### config.mk
export PLATFORM = sky130hd
export DESIGN_NAME = fpmul_wb_stage
export DESIGN_NICKNAME = d
export VERILOG_FILES = /design/src/rtl/fpmul_wb_stage.sv
export SDC_FILE = /design/constraint.sdc
export NUM_CORES = 1
export LEC_CHECK = 0
export ABC_AREA = 1
export ABC_CLOCK_PERIOD_IN_PS = 1900
export CELL_PAD_IN_SITES_DETAIL_PLACEMENT = 1
export CELL_PAD_IN_SITES_GLOBAL_PLACEMENT = 1
export CORE_ASPECT_RATIO = 0.7
export CORE_MARGIN = 2
export CORE_UTILIZATION = 25
export DETAILED_ROUTE_END_ITERATION = 16
export PLACE_DENSITY_LB_ADDON = 0.1
export SYNTH_ARGS = -nofsm -noshare
export SYNTH_HDL_FRONTEND = slang
export SYNTH_SLANG_ARGS = --single-unit
### constraint.sdc
create_clock -name clk -period 1.9 [get_ports clk]
set_input_delay 0.19 -clock clk [delete_from_list [all_inputs] [get_ports clk]]
set_output_delay 0.19 -clock clk [all_outputs]
set_load 0.02 [all_outputs]
### src/rtl/fpmul_wb_stage.sv
`default_nettype none
// ============================================================================
// fpmul_wb_stage : tags FPMul issues, captures results into a FIFO, writes back
// Optional: FPMUL_WB_FLAGS_EN adds wb_flags {nan, inf, zero, denorm}
// Revision: 1.0
// ============================================================================
module fpmul_wb_stage #(
  parameter int MUL_LATENCY = 1,
  parameter int FIFO_DEPTH  = 4,
  parameter int RD_W        = 5
) (
  input  logic            clk,
  input  logic            rst_n,
  input  logic            flush,
  input  logic            issue_valid,
  input  logic [RD_W-1:0] issue_rd,
  output logic            issue_ready,
  input  logic [31:0]     mul_c,
  output logic            wb_valid,
  input  logic            wb_ready,
  output logic [RD_W-1:0] wb_rd,
  output logic [31:0]     wb_data
`ifdef FPMUL_WB_FLAGS_EN
  ,
  output logic [3:0]      wb_flags
`endif
);

  localparam int PTR_W = $clog2(FIFO_DEPTH);
  localparam int CNT_W = PTR_W + 1;
  localparam int SUM_W = $clog2(FIFO_DEPTH + MUL_LATENCY + 1);

  logic [MUL_LATENCY-1:0] tag_vld_q, tag_vld_d;
  logic [RD_W-1:0]        tag_rd_q [MUL_LATENCY];
  logic [RD_W-1:0]        tag_rd_d [MUL_LATENCY];
  logic [PTR_W-1:0]       wr_ptr_q, wr_ptr_d;
  logic [PTR_W-1:0]       rd_ptr_q, rd_ptr_d;
  logic [CNT_W-1:0]       count_q, count_d;
  logic [RD_W-1:0]        mem_rd_q   [FIFO_DEPTH];
  logic [RD_W-1:0]        mem_rd_d   [FIFO_DEPTH];
  logic [31:0]            mem_data_q [FIFO_DEPTH];
  logic [31:0]            mem_data_d [FIFO_DEPTH];

  logic             issue_fire;
  logic             push;
  logic             pop;
  logic [SUM_W-1:0] inflight;

  // Credit is taken from registered state only, so a same-cycle pop is not counted.
  always_comb begin
    inflight = '0;
    for (int i = 0; i < MUL_LATENCY; i++) begin
      inflight = inflight + SUM_W'(tag_vld_q[i]);
    end
    issue_ready = (SUM_W'(count_q) + inflight) < SUM_W'(FIFO_DEPTH);
    wb_valid    = (count_q != '0);
    issue_fire  = issue_valid && issue_ready && !flush;
    push        = tag_vld_q[MUL_LATENCY-1];
    pop         = wb_valid && wb_ready;
    wb_rd       = wb_valid ? mem_rd_q[rd_ptr_q]   : '0;
    wb_data     = wb_valid ? mem_data_q[rd_ptr_q] : '0;
  end

  always_comb begin
    tag_vld_d    = tag_vld_q;
    tag_rd_d     = tag_rd_q;
    tag_vld_d[0] = issue_fire;
    tag_rd_d[0]  = issue_rd;
    for (int i = 1; i < MUL_LATENCY; i++) begin
      tag_vld_d[i] = tag_vld_q[i-1];
      tag_rd_d[i]  = tag_rd_q[i-1];
    end

    wr_ptr_d   = wr_ptr_q;
    rd_ptr_d   = rd_ptr_q;
    count_d    = count_q;
    mem_rd_d   = mem_rd_q;
    mem_data_d = mem_data_q;

    if (flush) begin
      tag_vld_d = '0;
      wr_ptr_d  = '0;
      rd_ptr_d  = '0;
      count_d   = '0;
    end else begin
      if (push) begin
        mem_rd_d[wr_ptr_q]   = tag_rd_q[MUL_LATENCY-1];
        mem_data_d[wr_ptr_q] = mul_c;
        wr_ptr_d             = wr_ptr_q + PTR_W'(1);
      end
      if (pop) begin
        rd_ptr_d = rd_ptr_q + PTR_W'(1);
      end
      if (push && !pop) begin
        count_d = count_q + CNT_W'(1);
      end else if (pop && !push) begin
        count_d = count_q - CNT_W'(1);
      end
    end
  end

  always_ff @(posedge clk or negedge rst_n) begin
    if (!rst_n) begin
      tag_vld_q <= '0;
      wr_ptr_q  <= '0;
      rd_ptr_q  <= '0;
      count_q   <= '0;
      for (int i = 0; i < MUL_LATENCY; i++) begin
        tag_rd_q[i] <= '0;
      end
      for (int i = 0; i < FIFO_DEPTH; i++) begin
        mem_rd_q[i]   <= '0;
        mem_data_q[i] <= '0;
      end
    end else begin
      tag_vld_q  <= tag_vld_d;
      tag_rd_q   <= tag_rd_d;
      wr_ptr_q   <= wr_ptr_d;
      rd_ptr_q   <= rd_ptr_d;
      count_q    <= count_d;
      mem_rd_q   <= mem_rd_d;
      mem_data_q <= mem_data_d;
    end
  end

`ifdef FPMUL_WB_FLAGS_EN
  logic [3:0] mem_flags_q [FIFO_DEPTH];
  logic [3:0] mem_flags_d [FIFO_DEPTH];

  function automatic logic [3:0] classify(input logic [31:0] v);
    logic exp_ones;
    logic exp_zero;
    logic frac_nz;
    exp_ones = &v[30:23];
    exp_zero = ~|v[30:23];
    frac_nz  = |v[22:0];
    return {exp_ones && frac_nz, exp_ones && !frac_nz,
            exp_zero && !frac_nz, exp_zero && frac_nz};
  endfunction

  always_comb begin
    mem_flags_d = mem_flags_q;
    if (push && !flush) begin
      mem_flags_d[wr_ptr_q] = classify(mul_c);
    end
    wb_flags = wb_valid ? mem_flags_q[rd_ptr_q] : '0;
  end

  always_ff @(posedge clk or negedge rst_n) begin
    if (!rst_n) begin
      for (int i = 0; i < FIFO_DEPTH; i++) begin
        mem_flags_q[i] <= '0;
      end
    end else begin
      mem_flags_q <= mem_flags_d;
    end
  end
`endif

  // The credit rule keeps count + inflight <= FIFO_DEPTH, so this never fires.
  assert property (@(posedge clk) disable iff (!rst_n)
                   !(push && count_q == CNT_W'(FIFO_DEPTH)));

endmodule
`default_nettype wire

# --- After elaboration in Yosys (flattened, before gate mapping) ---
# Cells that the tools add are included.
totals:
  regBits: 161
  input_bits: 42
  output_inout_bits: 39
  elab_cells: 61
op_classes:
  addsub: 5
  order_cmp: 4
  n_mux: 22
  bitwise: 3
  n_reduce_logical: 14
op_table:
  columns: ["op", "n"]
  rows:
  - ["128-bit bitwise mux", 1]
  - ["32-bit 2-to-1 mux", 4]
  - ["32-bit binary-select mux with 2-bit select", 1]
  - ["32-bit demux with 2-bit select", 1]
  - ["20-bit bitwise mux", 1]
  - ["5-bit 2-to-1 mux", 4]
  - ["5-bit binary-select mux with 2-bit select", 1]
  - ["5-bit demux with 2-bit select", 1]
  - ["3-bit 2-to-1 mux", 3]
  - ["2-bit 2-to-1 mux", 4]
  - ["3-bit greater-or-equal comparator (second input constant)", 2]
  - ["1-bit logical AND", 6]
  - ["2-bit NOT with 3-bit output", 2]
  - ["3-bit nonzero test", 2]
  - ["2-bit by 1-bit adder with 2-bit output (second input constant)", 2]
  - ["2-bit nonzero test", 2]
  - ["3-bit by 1-bit adder with 3-bit output", 1]
  - ["3-bit by 1-bit adder with 3-bit output (second input constant)", 1]
  - ["1-bit logical NOT", 3]
  - ["3-bit by 1-bit < comparator with 1-bit output (second input constant)", 1]
  - ["3-bit < comparator (second input constant)", 1]
  - ["3-bit by 1-bit subtractor with 3-bit output (second input constant)", 1]
  - ["2-bit AND reduction", 1]
  - ["1-bit 2-to-1 mux", 1]
  - ["1-bit NOT", 1]

# --- Longest topological paths before layout ---
# Gate-level depths: netlist (run 1).
logic_depth:
  ltp_word: 6
  ltp_mapped: 11
  mapped_depth_nobuf: 11

# --- Least setup slack after synthesis (run 1) ---
# No wires, ideal clock.
synth_path:
  kind: "flip-flop to flip-flop"
  startpoint: "register count_q[2]"
  endpoint: "register count_q[2]"
  setup_ns: 0.118
  arrival_time_ns: 1.693
  required_ns: 1.782
  setup_slack_ns: 0.089
  stages_incl_launch_ff: 12
  path_buffers: 0
  synth_period_minus_slack_ns: 1.811
  path_cell_list: "dfrtp_1 inv_1 nand2_1 nand2_1 nand2_1 inv_1 fa_1 xnor2_1 inv_1 nand2_1 nand3_1 nand2_1"
synth_via:
  elab_chain_len: 6
  elab_cells_between_ends: 11
  classes_between: "add/sub (2); mux (3); reduce/logical (6)"
synth_rtl:
  columns: ["item", "line_no", "text"]
  rows:
  - ["start: declaration", "38", "logic [CNT_W-1:0] count_q, count_d;"]
  - ["start signal: assignment", "120", "count_q <= count_d;"]
  - ["3-bit nonzero test *", "56", "wb_valid = (count_q != '0);"]
  - ["via wb_valid", "19", "output logic wb_valid,"]
  - ["1-bit logical AND *", "59", "pop = wb_valid && wb_ready;"]
  - ["1-bit logical NOT", "94", "if (push && !pop) begin"]
  - ["1-bit logical AND", "94", null]
  - ["3-bit 2-to-1 mux", "94", null]
  - ["3-bit 2-to-1 mux", "80", "if (flush) begin"]
# Mark *: on every way through the listed nets, which the timed path passes. The rest lies on a longest branch. The select of a mux whose other input is x is not followed.
# A chain may end at the register's enable or synchronous reset.

# --- Worst setup path in the final report (run 1) ---
layout_path:
  startpoint: "register rd_ptr_q[0]"
  endpoint: "output port wb_data[22]"
layout_via:
  elab_chain_len: 5
layout_rtl:
  columns: ["item", "line_no", "text"]
  rows:
  - ["start: declaration", "37", "logic [PTR_W-1:0] rd_ptr_q, rd_ptr_d;"]
  - ["start signal: assignment", "119", "rd_ptr_q <= rd_ptr_d;"]
  - ["2-bit NOT with 3-bit output (not written as such)", "61", "wb_data = wb_valid ? mem_data_q[rd_ptr_q] : '0;"]
  - ["32-bit binary-select mux with 2-bit select", "61", null]
  - ["32-bit 2-to-1 mux (not written as such) (2 in a row)", "61", null]
  - ["32-bit 2-to-1 mux", "61", null]
  - ["end: declaration", "22", "output logic [31:0] wb_data"]
# No other way between the ends. The select of a mux whose other input is x is not followed.

==> results_dict.tcl, run 1 <==
set metrics [dict create \
    status "finished, violations left" \
    violations "setup timing" \
    antenna_found_initial 0 \
    drive_above_1_share_pct 25.80 \
    min_period_ns 2.058 \
    synthesis.area_mm2 0.007415 \
    hold_viol_final 0 \
    viasPerCell 4.474 \
    syn_nets 919 \
    end_kind "output pin" \
    design.core.area_mm2 0.02902 \
    design_area_mm2 0.01034 \
    finalMaxSlewViolations 0 \
    clock_path_buffers 2 \
    path_cells "buf_4, buf_6, buf_16, buf_4, nor2_1, nor2_1, o21ai_1, a21oi_2, buf_4" \
    power_w 0.01613 \
    grt_pass1_vias 6356 \
    cap_viol_max_count 0 \
    initial_core_util_pct 25.55 \
    layout_common_cells "nand2_1, dfrtp_1, o21ai_1" \
    yosys_warnings 0 \
    yosysSeqAreaShare_pct 54.34 \
    pin_count 81 \
    synth_area_per_cell_um2 8.503 \
    place_area_mm2 0.008815 \
    dr.pass1.iters 4 \
    critPathSlowestCell "dfrtp_2" \
    cts.root.buffer_cell "clkbuf_16" \
    port_buffers 80 \
    cp_top_family "buffers and inverters" \
    grt_overflow_total 0 \
    fmax_mhz 485.9 \
    drt.antenna.violating_nets 0 \
    arrival_ns 1.87 \
    clock_latency_ns 0.45 \
    dp_slack_ns -0.1495 \
    cts_tree "done" \
    fp.dieW_um 209.8 \
    row_count 52 \
    yosys.cell_types.count 24 \
    num_antenna_cells 0 \
    p_per_area_mw_per_mm2 1561 \
    critPathMaxFanout 7 \
    critPathRequiredTime_ns 1.71 \
    ys_seq_elements 161 \
    hold_slack_ns 0.1829 \
    routed_wl_um 23600 \
    worst-path-buf-inv 5 \
    fin_ws_ns -0.1579 \
    clkTransAtPathRegs_ns 0.06 \
    startpoint_type "flip-flop" \
    ir_drop_mv 0.6206 \
    r2r_setup_slack_ns 0.19 \
    skew_ns 0.01326 \
    final_common_cell "nand2_1" \
    synth_cells 872 \
    cts.sinks 161 \
    finalCritPeriodShare_pct 108.3 \
    die_h_um 148.1 \
    htreeDepth 4 \
    drt-initial-drc-count 250 \
    grtUsageTotal_pct 15.68 \
    hold_class "primary input to flip-flop" \
    tightest_slew_ns 0.4479 \
    power.leakage_nw 4.674 \
    crit_top_cell "buf_4" \
    drcViolationCount 0 \
    slowest_delay_ns 0.42 \
    avgRoutedWirePerCell_um 17.07 \
    post-route-util_pct 35.62 \
    numCtsBuffers 17 \
    dp_hpwl_um 14250 \
    dieArea_mm2 0.03107 \
    area_delta_synth_final_pct 39.40 \
    grt_start_max_net_pins 63 \
    relSlewSlack_pct 70.14 \
    rsz0062_at_grt "true" \
    layout.nets 1038 \
    grt_pass1_wl_um 37180 \
    finalSetupViolCount 36 \
    finalWeightedCongestion 0.6874 \
    critPathKind "flip-flop to output pin" \
    vias 6183 \
]
## where the power goes
| group | internal (W) | total (W) | leakage (nW) | switching (W) |
|---|---|---|---|---|
| Clock | 0.00240 | 0.00391 | 0.319 | 0.00151 |
| Sequential | 0.00441 | 0.00503 | 2.13 | 0.000624 |
| Combinational | 0.00334 | 0.00719 | 2.23 | 0.00386 |
## cell type report
class | count | area (µm²)
fillers | 3340 | 18680
repair buffers | 159 | 1841
flip-flops and latches | 161 | 4031
multi-input cells | 600 | 3122
clock inverters | 13 | 206.4
well taps | 378 | 473.0
inverters | 52 | 210.2
clock buffers | 19 | 452.9
## registers in the layout, indices dropped and copies added, names as in the netlist
register,flops
tag_rd_q,5
mem_rd_q,20
mem_data_q,128
count_q,3
rd_ptr_q,2
wr_ptr_q,2
push,1
## cells in the mapped netlist, drive strengths merged
master  number  area share (%)
fa           1            0.27
nand2      166             8.5
nand3        6            0.41
buf         46             5.3
clkinv       1           0.051
xor2         2            0.24
nand4        3            0.25
o21ai      226              16
clkbuf      13            0.67
dfrtp      161              54
nor2       154             7.9
inv         51             2.6
ha           4            0.68
xnor2        1            0.12
a21oi       37             2.5
## per-layer routing
metal	vias to the layer above	wire length [µm]	global-route usage, %
met1	3023	12750	23.59
met3	16	624	2.808
met4	0	216	4.255
li1	3069	-	-
met5	-	0	0
met2	75	10010	23.02
## metrics by stage
stage | setup TNS [ns] | cells
finish | -2.471 | 1382
global route | -6.061 | 1382
detailed placement | -3.052 | 1317
CTS | -3.788 | 1371
floorplan | 0 | 872
global placement | -2.815 | 1317
## what timing repair did
action / in CTS / in global routing
resized for setup: 269 / 125
endpoints found under the setup margin: 39 / 39
setup buffers: 16 / 9
hold endpoints to repair: 36 / 0
hold buffers: 1 / 0
pin swaps: 24 / 44
cloned: 6 / 4
## worst paths after layout
kind,end,cells after the start,from
min reg2reg,mem_data_q[27],2,mem_data_q[27]
min,tag_rd_q[0],1,issue_rd[0]
max reg2reg,count_q[2],12,count_q[2]
min in group asynchronous,mem_data_q[55],2,rst_n
max,wb_data[22],9,rd_ptr_q[0]
max in group asynchronous,mem_data_q[2],3,rst_n
## kinds of logic (layout without fill, tap and decap cells)
logic type / Yosys count / count (layout) / synth area share (%)
DFF: 161 / 161 / 54.34
adders and majority gates: 5 / 5 / 0.9450
buffers and inverters: 111 / 243 / 8.656
and+or+nand+nor: 329 / 329 / 17.09
AOI/OAI and AO/OA: 263 / 263 / 18.61
xor gates and xnor gates: 3 / 3 / 0.3544
(Power assumes the default switching activity.)
==> inputs of run 2 (changes only) <==
Settings changed: CORE_MARGIN 2 to unset.
==> results_dict.tcl, run 2 (synthesized netlist as in run 1, its figures left out) <==
set metrics [dict create \
    status "finished, violations left" \
    violations "setup timing" \
    area_delta_synth_final_pct 34.31 \
    clock_latency_ns 0.44 \
    intPower_w 0.009658 \
    startpoint_type "flip-flop" \
    final_common_cell "nand2_1" \
    grt_pass1_wl_um 37050 \
    combPwrFrac_pct 42.5 \
    initial_core_util_pct 25.55 \
    avgRoutedWirePerCell_um 16.57 \
    htreeDepth 4 \
    drt-initial-drc-count 279 \
    tightest_slew_ns 0.5767 \
    finalWeightedCongestion 0.6966 \
    rsz0062_at_grt "true" \
    hp-start "issue_rd[0]" \
    port_buffers 80 \
    drt.antenna.violating_nets 0 \
    finalCritPeriodShare_pct 105.4 \
    vias 6048 \
    drive_above_1_share_pct 21.49 \
    hold_viol_final 0 \
    num_antenna_cells 0 \
    pin_count 81 \
    r2r_setup_slack_ns 0.23 \
    relSlewSlack_pct 61.55 \
    switching_share_pct 36.77 \
    cts.root.buffer_cell "clkbuf_16" \
    power_w 0.01527 \
    drcViolationCount 0 \
    skew_ns 0.01349 \
    cts.sinks 161 \
    min_period_ns 2.002 \
    grt_overflow_total 0 \
    fin_tns_setup_ns -1.372 \
    clkPwrFrac_pct 24.9 \
    ff2ff_path_depth 12 \
    dieArea_mm2 0.03036 \
    clkTransAtPathRegs_ns 0.07 \
    grt_start_max_net_pins 55 \
    layout_common_cells "nand2_1, dfrtp_1, o21ai_1" \
    dr.pass1.iters 6 \
    power.leakage_nw 4.549 \
    grt_pass1_vias 6428 \
    cap_viol_max_count 0 \
    finalMaxSlewViolations 0 \
    clock_path_buffers 2 \
    num-fill-cells 3373 \
    p_switching_w 0.005616 \
    top_register "mem_data_q" \
    cts_tree "done" \
    r2r-start "count_q[2]" \
    end_kind "output pin" \
    p_per_area_mw_per_mm2 1534 \
    design.core.area_mm2 0.02902 \
    fp.dieW_um 207.8 \
    row_count 52 \
    r2r_end "count_q[2]" \
    critPathRequiredTime_ns 1.71 \
    dp_hpwl_um 14380 \
    critPathMaxFanout 14 \
    fmax_mhz 499.5 \
    finalSetupViolCount 28 \
    hold_end "tag_rd_q[0]" \
    layout.nets 1025 \
    regArea_mm2 0.004031 \
    die_h_um 146.1 \
    pwr-share-seq_pct 32.6 \
    grtUsageTotal_pct 15.82 \
    largestRegisters "mem_data_q x128, mem_rd_q x20, tag_rd_q x5" \
    viasPerCell 4.418 \
    largest_register_ffs 128 \
    numCtsBuffers 17 \
    multi_input_area_mm2 0.002954 \
    ir_drop_mv 0.7459 \
    fin_ws_ns -0.1021 \
    critPathKind "flip-flop to output pin" \
    routed_wl_um 22690 \
    arrival_ns 1.81 \
    holdPathStages 1 \
    hold_class "primary input to flip-flop" \
    antenna_found_initial 0 \
]
==> run 2: through the flow <==
stage / hold WS (ns) / cells / cell area, µm² / setup slack, ns / utilization, %
6_report: 0.1876 / 1369 / 9958 / -0.1021 / 34.32
5_1_grt: 0.1747 / 1369 / 9958 / -0.1989 / 34.32
4_1_cts: 0.1610 / 1363 / 9676 / -0.1444 / 33.34
3_5_place_dp: 0.2036 / 1322 / 8877 / -0.08617 / 30.59
3_3_place_gp: 0.2126 / 1322 / 8877 / -0.1169 / 30.59
2_1_floorplan: -0.1056 / 872 / 7415 / 0.08867 / -
==> run 2: what timing repair did <==
action | CTS | global route
buffers inserted | 4 | 4
endpoints found under the setup margin | 39 | 39
hold buffers | 1 | 0
cloned | 4 | 3
pin swaps | 25 | 35
endpoints found under the hold margin | 41 | 0
resized for setup | 257 | 67
==> run 2: area by class of cell <==
class | count | share of cell area (%)
sequential | 161 | 40.48
multi-input combinational | 600 | 29.66
timing repair buffer | 146 | 16.65
tap | 378 | 4.749
clock buffer | 20 | 4.687
inverter | 52 | 1.985
clock inverter | 12 | 1.784
==> run 2: critical path, cell delays in order, from the launching register on <==
cell and delay [ns]:
dfrtp_2 0.42, buf_12 0.15, inv_4 0.09, buf_12 0.16, buf_4 0.12, o21ai_1 0.07
a21oi_2 0.21, buf_6 0.15
==> run 2: how the worst max path moves through the flow <==
stage,start,endpoint,slack (ns),cells after the start
2_1_floorplan,count_q[2],count_q[2],0.09,11
3_3_place_gp,rd_ptr_q[0],wb_rd[2],-0.12,6
3_5_place_dp,rd_ptr_q[0],wb_data[30],-0.09,6
4_1_cts,rd_ptr_q[0],wb_data[12],-0.14,8
5_1_grt,rd_ptr_q[0],wb_data[17],-0.20,8
6_report,rd_ptr_q[0],wb_data[16],-0.10,7
==> run 2: power groups by stage <==
stage / logic (W) / clock network, W / registers [W]
floorplan: 0.00331 / 0 / 0.00483
global placement: 0.00595 / 0 / 0.00499
detailed placement: 0.00599 / 0 / 0.00498
CTS: 0.00620 / 0.00395 / 0.00497
global route: 0.00723 / 0.00408 / 0.00510
finish: 0.00649 / 0.00381 / 0.00498
==> run 2: per-layer routing <==
metal / up-vias / share of wire, % / routed length [µm] / track usage (%)
li1: 3045 / - / - / -
met1: 2927 / 54 / 12250 / 23.46
met2: 62 / 43 / 9671 / 23.44
met3: 14 / 2.3 / 520 / 2.753
met4: 0 / 1.1 / 246 / 4.556
met5: - / 0 / 0 / 0
